<file path="src/rtl/step_period_meter.sv">
// Measures the spacing of step edges in clk cycles and keeps a signed step position.
// Periods that exceed the counter range are reported as a stall and not measured.
//
// state   | meaning
// --------+--------------------------------------------------------------
// S_IDLE  | disabled or no step seen yet; cnt held at 0
// S_ARMED | one step seen; the interval now running is the first one
// S_TRACK | measuring; every step edge publishes N
// S_STALL | counter saturated without a step; next interval is discarded
module step_period_meter #(
    parameter int PERIOD_W = 17,
    parameter int POS_W    = 32
) (
    input  logic                clk,
    input  logic                rst,
    input  logic                drv_step,
    input  logic                drv_dir,
    input  logic                enable,
    input  logic                clr,
    output logic [PERIOD_W-1:0] N,
    output logic                N_valid,
    output logic [POS_W-1:0]    position,
    output logic                stalled
);

    typedef enum logic [1:0] {
        S_IDLE  = 2'd0,
        S_ARMED = 2'd1,
        S_TRACK = 2'd2,
        S_STALL = 2'd3
    } state_t;

    localparam logic [PERIOD_W-1:0] CNT_MAX = {PERIOD_W{1'b1}};

    state_t              r_state;
    state_t              w_state_nxt;
    logic [PERIOD_W-1:0] r_cnt;
    logic [PERIOD_W-1:0] w_cnt_nxt;
    logic [PERIOD_W-1:0] r_n;
    logic [PERIOD_W-1:0] w_n_nxt;
    logic                r_n_valid;
    logic                w_n_valid_nxt;
    logic                r_stalled;
    logic                w_stalled_nxt;
    logic [POS_W-1:0]    r_pos;
    logic [POS_W-1:0]    w_pos_nxt;
    logic                r_step_d;
    logic                r_live;
    logic                w_edge;
    logic                w_cnt_max;

    // r_live masks the first cycle after reset so a level already high is not an edge
    assign w_edge    = r_live & drv_step & ~r_step_d;
    assign w_cnt_max = (r_cnt == CNT_MAX);

    always_ff @(posedge clk or negedge rst) begin
        if (!rst) begin
            r_state <= S_IDLE;
        end else begin
            r_state <= w_state_nxt;
        end
    end

    always_comb begin
        w_state_nxt = r_state;
        if (!enable) begin
            w_state_nxt = S_IDLE;
        end else begin
            case (r_state)
                S_IDLE: begin
                    if (w_edge) w_state_nxt = S_ARMED;
                end
                S_ARMED, S_TRACK: begin
                    if (w_edge)         w_state_nxt = S_TRACK;
                    else if (w_cnt_max) w_state_nxt = S_STALL;
                end
                S_STALL: begin
                    if (w_edge) w_state_nxt = S_ARMED;
                end
                default: w_state_nxt = S_IDLE;
            endcase
        end
    end

    always_comb begin
        w_cnt_nxt     = r_cnt;
        w_n_nxt       = r_n;
        w_n_valid_nxt = 1'b0;
        w_stalled_nxt = r_stalled;
        if (!enable) begin
            w_cnt_nxt     = '0;
            w_stalled_nxt = 1'b0;
        end else begin
            case (r_state)
                S_IDLE: begin
                    w_cnt_nxt     = w_edge ? PERIOD_W'(1) : '0;
                    w_stalled_nxt = 1'b0;
                end
                S_ARMED, S_TRACK: begin
                    if (w_edge) begin
                        w_n_nxt       = r_cnt;
                        w_n_valid_nxt = 1'b1;
                        w_cnt_nxt     = PERIOD_W'(1);
                    end else if (w_cnt_max) begin
                        w_stalled_nxt = 1'b1;
                    end else begin
                        w_cnt_nxt = r_cnt + PERIOD_W'(1);
                    end
                end
                S_STALL: begin
                    if (w_edge) begin
                        w_cnt_nxt     = PERIOD_W'(1);
                        w_stalled_nxt = 1'b0;
                    end
                end
                default: w_cnt_nxt = '0;
            endcase
        end
    end

    always_comb begin
        w_pos_nxt = r_pos;
        if (clr) begin
            w_pos_nxt = '0;
        end else if (enable && w_edge) begin
            w_pos_nxt = drv_dir ? (r_pos + POS_W'(1)) : (r_pos - POS_W'(1));
        end
    end

    always_ff @(posedge clk or negedge rst) begin
        if (!rst) begin
            r_cnt     <= '0;
            r_n       <= '0;
            r_n_valid <= 1'b0;
            r_stalled <= 1'b0;
            r_pos     <= '0;
            r_step_d  <= 1'b0;
            r_live    <= 1'b0;
        end else begin
            r_cnt     <= w_cnt_nxt;
            r_n       <= w_n_nxt;
            r_n_valid <= w_n_valid_nxt;
            r_stalled <= w_stalled_nxt;
            r_pos     <= w_pos_nxt;
            r_step_d  <= drv_step;
            r_live    <= 1'b1;
        end
    end

    assign N        = r_n;
    assign N_valid  = r_n_valid;
    assign position = r_pos;
    assign stalled  = r_stalled;

endmodule

</file>
<file path="config.mk">
export PLATFORM = sky130hd
export DESIGN_NAME = step_period_meter
export DESIGN_NICKNAME = d
export VERILOG_FILES = /design/src/rtl/step_period_meter.sv
export SDC_FILE = /design/constraint.sdc
export NUM_CORES = 1
export LEC_CHECK = 0
export CAP_MARGIN = 20
export CORE_MARGIN = 2
export CORE_UTILIZATION = 55
export CTS_BUF_LIST = sky130_fd_sc_hd__clkbuf_16
export DETAILED_ROUTE_END_ITERATION = 10
export GPL_ROUTABILITY_DRIVEN = 0
export GPL_TIMING_DRIVEN = 0
export PLACE_DENSITY = 0.87
export SYNTH_ARGS = -nofsm -noshare
export SYNTH_HDL_FRONTEND = slang
export SYNTH_SLANG_ARGS = --single-unit
export TNS_END_PERCENT = 100
</file>
<file path="constraint.sdc">
create_clock -name clk -period 8.15 [get_ports clk]
set_input_delay 1.2225 -clock clk [delete_from_list [all_inputs] [get_ports clk]]
set_output_delay 1.2225 -clock clk [all_outputs]
set_load 0.01 [all_outputs]
</file>
==> impl_metrics.ini, run 1 <==
[global_route]
gr_overflow_total = 0
vias_in_the_first_global_route = 4298
grt_first_pass_wirelength_um = 20400
grt_antenna_before_repair = 0
groute.usage.overall_pct = 25.8
grt_max_degree = 73

[timing]
rsz_0062_raised_after_global_routing = no
max_slew.worst_pin.slew_ns = 0.668
setup_tns_ns = 0
achievable_freq_mhz = 226
timing.max_slew.rel_slack_pct = 54.9
timing_max_transition_violations_final = 0
layout_min_cycle_time_ns = 4.42
final_hold_vios = 0
finClkSkew_ns = 0.00748
min_period_over_period_pct = 54.3
setup_violations = 0

[synth]
synth_seq_area_share_pct = 37.8
count_of_cell_types_in_the_netlist = 62
postSynthCellCount = 533
synth-edff-count = 0
area_of_the_mapped_netlist_um2 = 4770
ys_async_sr_fraction_pct = 100
postSynthRegisterBits = 72
yosys_most_used_dff = dfrtp_1
synthesis.area_per_instance_um2 = 8.95
ys.warnings.count = 0
synth.net_count = 574

[worst_setup_path]
critical_path_peak_fanout = 19
path_depth = 12
reg2reg_end = r_cnt[15]
crit_buf_inv = 3
worst-endpoint-arrival_ns = 4.67
worst-r2r-cell-count = 14
kind_of_cell_adding_the_most_delay_to_the_critical_path = compound AO/OA/AOI/OAI gates
timing.reg2reg.setup_slack_ns = 5.08
worst_setup_path_endpoint = position[28]
crit_path_capture_type = register
max_stage_delay_ns = 0.47
worstSetupStartpointType = input port
crit_chain = clkdlybuf4s50_1 > inv_1 > buf_16 > ha_1 > a21o_1 > a221o_2 > o211ai_4 > o21ai_4 > a2111oi_4 > o31ai_1 > xnor2_1 > o31ai_1
crit_path_top_delay_cell = inv_1
path_class = input port to register
crit_required_ns = 8.39
cpMostUsedCell = o31ai_1
worst_r2r_startpoint = r_cnt[0]
critical_path.startpoint = drv_dir

[power]
power.static_leakage_nw = 2.68
ir_worst_vdd_mv = 0.129
power_per_cell_area_nw_per_um2 = 153

[routing]
num_vias = 4461
drc = 0
detail_route.wl_per_cell_um = 17.1
number_of_nets_still_failing_antenna_checks_after_routing = 0
vias_per_cell = 6.27
drt-initial-drc-count = 394
routed_wl_um = 12200
first_pass_drt_iterations = 5

[finish]
layout.cells.most_common = dfrtp_1
final_layout_size_suffix_gt1_share_pct = 7.43
number_of_nets_at_the_end_of_the_flow = 642
insertedDiodeCount = 0
layout.cells.most_common_list = 72 x dfrtp_1, 71 x nand2_1, 54 x clkdlybuf4s50_1, 47 x a21oi_1
post_layout_nonfiller_instances = 711
layout-area-overhead-vs-synth_pct = 21.8

[floorplanning]
num_rows = 33
io_pins = 57
initial_utilization_pct = 57.5
total_core_area_um2 = 8300
chipHeight_um = 97.1
fp.dieW_um = 97.1
fp.dieArea_um2 = 9430

[placement]
port-buffer-count = 55
post-place-cells = 695
dpl.hpwl_um = 8630

[clocking]
clkSlewWorstSetupHoldPaths_ns = 0.07
cts_tree = yes
cts_resized = 0
clk-insertion-delay-late_ns = 0.34
cts_max_level = 3
cts.path.max_buffers = 2
numClockSinks = 72
postCtsSetupRepairBufs = 0
cts-root-buf = clkbuf_16
tritoncts.num_buffers = 9
cts_hold_buf = 0

[job]
drv_cap = 0

[worst_hold_path]
timing.hold.worst.class = register to register

[outcome]
result_of_the_run = completed
## kinds of logic (layout without fill, tap and decap cells)
logic type	after synthesis	count (layout)	synth area share, %
simple gates	176	176	17.3
mux	19	19	4.46
xor+xnor	26	26	4.78
flops	72	72	37.8
other cells	1	1	0.0786
buf+inv	39	112	3.15
compound gates	165	165	23.1
fa+ha+maj	35	35	9.34
## worst reg2reg max path: stages, from the launching register on
cell and delay, ns:
dfrtp_1 0.44, ha_1 0.24, and3_1 0.17, and3_1 0.24, nand2_1 0.13, nor3_1 0.08, ha_1 0.19, and2_1 0.20
nor2_1 0.12, nor2_1 0.07, clkbuf_1 0.21, nor3_1 0.43, nand3_1 0.15, xor2_1 0.16, nor3_1 0.15
## registers in the layout, indices dropped and copies added, names as in the netlist
name and flops:
position 32, N 17, r_cnt 17, r_state 2, N_valid 1, r_live 1, r_step_d 1, stalled 1
## layer usage
| metal | vias up | part of all wire (%) | global-route usage (%) |
|---|---|---|---|
| li1 | 2089 | - | - |
| met1 | 2123 | 42 | 33.1 |
| met2 | 212 | 50 | 44.2 |
| met3 | 37 | 6.0 | 3.74 |
| met4 | 0 | 2.5 | 9.86 |
| met5 | - | 0 | 0 |
## synthesized netlist by cell type, types with 2 or more instances
cell type | instances | area (µm²)
nor4_1 | 3 | 18.8
o21bai_1 | 6 | 45.0
o21ai_1 | 8 | 40.0
a31oi_1 | 7 | 43.8
a21o_1 | 21 | 158
o21a_1 | 3 | 22.5
a22o_1 | 2 | 17.5
xnor2_1 | 19 | 166
a211oi_1 | 5 | 37.5
inv_1 | 10 | 37.5
o31ai_1 | 6 | 45.0
nor2_1 | 34 | 128
xor2_1 | 7 | 61.3
mux2_1 | 8 | 90.1
nand4b_1 | 2 | 17.5
buf_2 | 3 | 15.0
nor3_1 | 9 | 45.0
dfrtp_1 | 72 | 1800
nor4b_1 | 2 | 17.5
a41o_1 | 2 | 20.0
mux2_2 | 10 | 113
nand3_1 | 16 | 80.1
o211ai_1 | 3 | 22.5
a32oi_1 | 3 | 26.3
nand2_1 | 71 | 267
or2_2 | 3 | 18.8
a21oi_1 | 47 | 235
nand4_1 | 12 | 75.1
and3_1 | 12 | 75.1
nor2b_1 | 3 | 18.8
a41oi_1 | 2 | 17.5
a211oi_2 | 2 | 25.0
clkbuf_1 | 24 | 90.1
o21ai_0 | 32 | 160
and2_1 | 4 | 25.0
ha_1 | 34 | 425
## worst min path at each step
stage / cells past startpoint / startpoint / endpoint
after floorplan: 1 / r_cnt[8] / r_cnt[8]
after global placement: 1 / N[15] / N[15]
after detailed placement: 1 / N[9] / N[9]
after CTS: 1 / N[9] / N[9]
after global routing: 1 / N[9] / N[9]
final: 1 / N[9] / N[9]
## where the power goes
part	switching [mW]	internal, mW
Clock	0.169	0.240
Sequential	0.00531	0.363
Combinational	0.0700	0.0433
Total	0.244	0.646
## area by class of cell
type	count	area, µm²
Fill cell	608	2490
Clock inverter	7	77.6
Sequential cell	72	1800
Inverter	11	41.3
Clock buffer	9	225
Multi-Input combinational cell	422	2820
Tap cell	105	131
Timing Repair Buffer	57	603
Buffer	28	109
## per-stage QoR
| step | util, % | hold WS, ns | cell area [µm²] | total power [mW] | setup slack, ns |
|---|---|---|---|---|---|
| after floorplan | - | 0.473 | 4770 | 0.445 | 4.10 |
| after global placement | 65.7 | 0.476 | 5450 | 0.478 | 3.15 |
| after detailed placement | 66.3 | 0.481 | 5500 | 0.486 | 3.42 |
| after CTS | 70.0 | 0.496 | 5810 | 0.892 | 3.74 |
| after global routing | 70.0 | 0.511 | 5810 | 0.922 | 3.56 |
| final | 70.0 | 0.492 | 5810 | 0.891 | 3.73 |
Note: power is estimated with default switching activity, not from simulation.
==> run 2: changes to the inputs <==
Clock period 8.15 ns to 4.3 ns, I/O delays scaled along.
==> results of run 2 <==
Same layout as run 1 (identical final DEF). Status: completed.
Among the figures that moved: setup slack after placement 3.42 ns -> 0.144 ns; setup slack after layout 3.73 ns -> 0.455 ns; hold slack 0.492 ns -> 0.293 ns; register-to-register setup slack 5.08 ns -> 1.23 ns; total power 0.891 mW -> 1.69 mW; worst IR drop on VDD 0.129 mV -> 0.245 mV
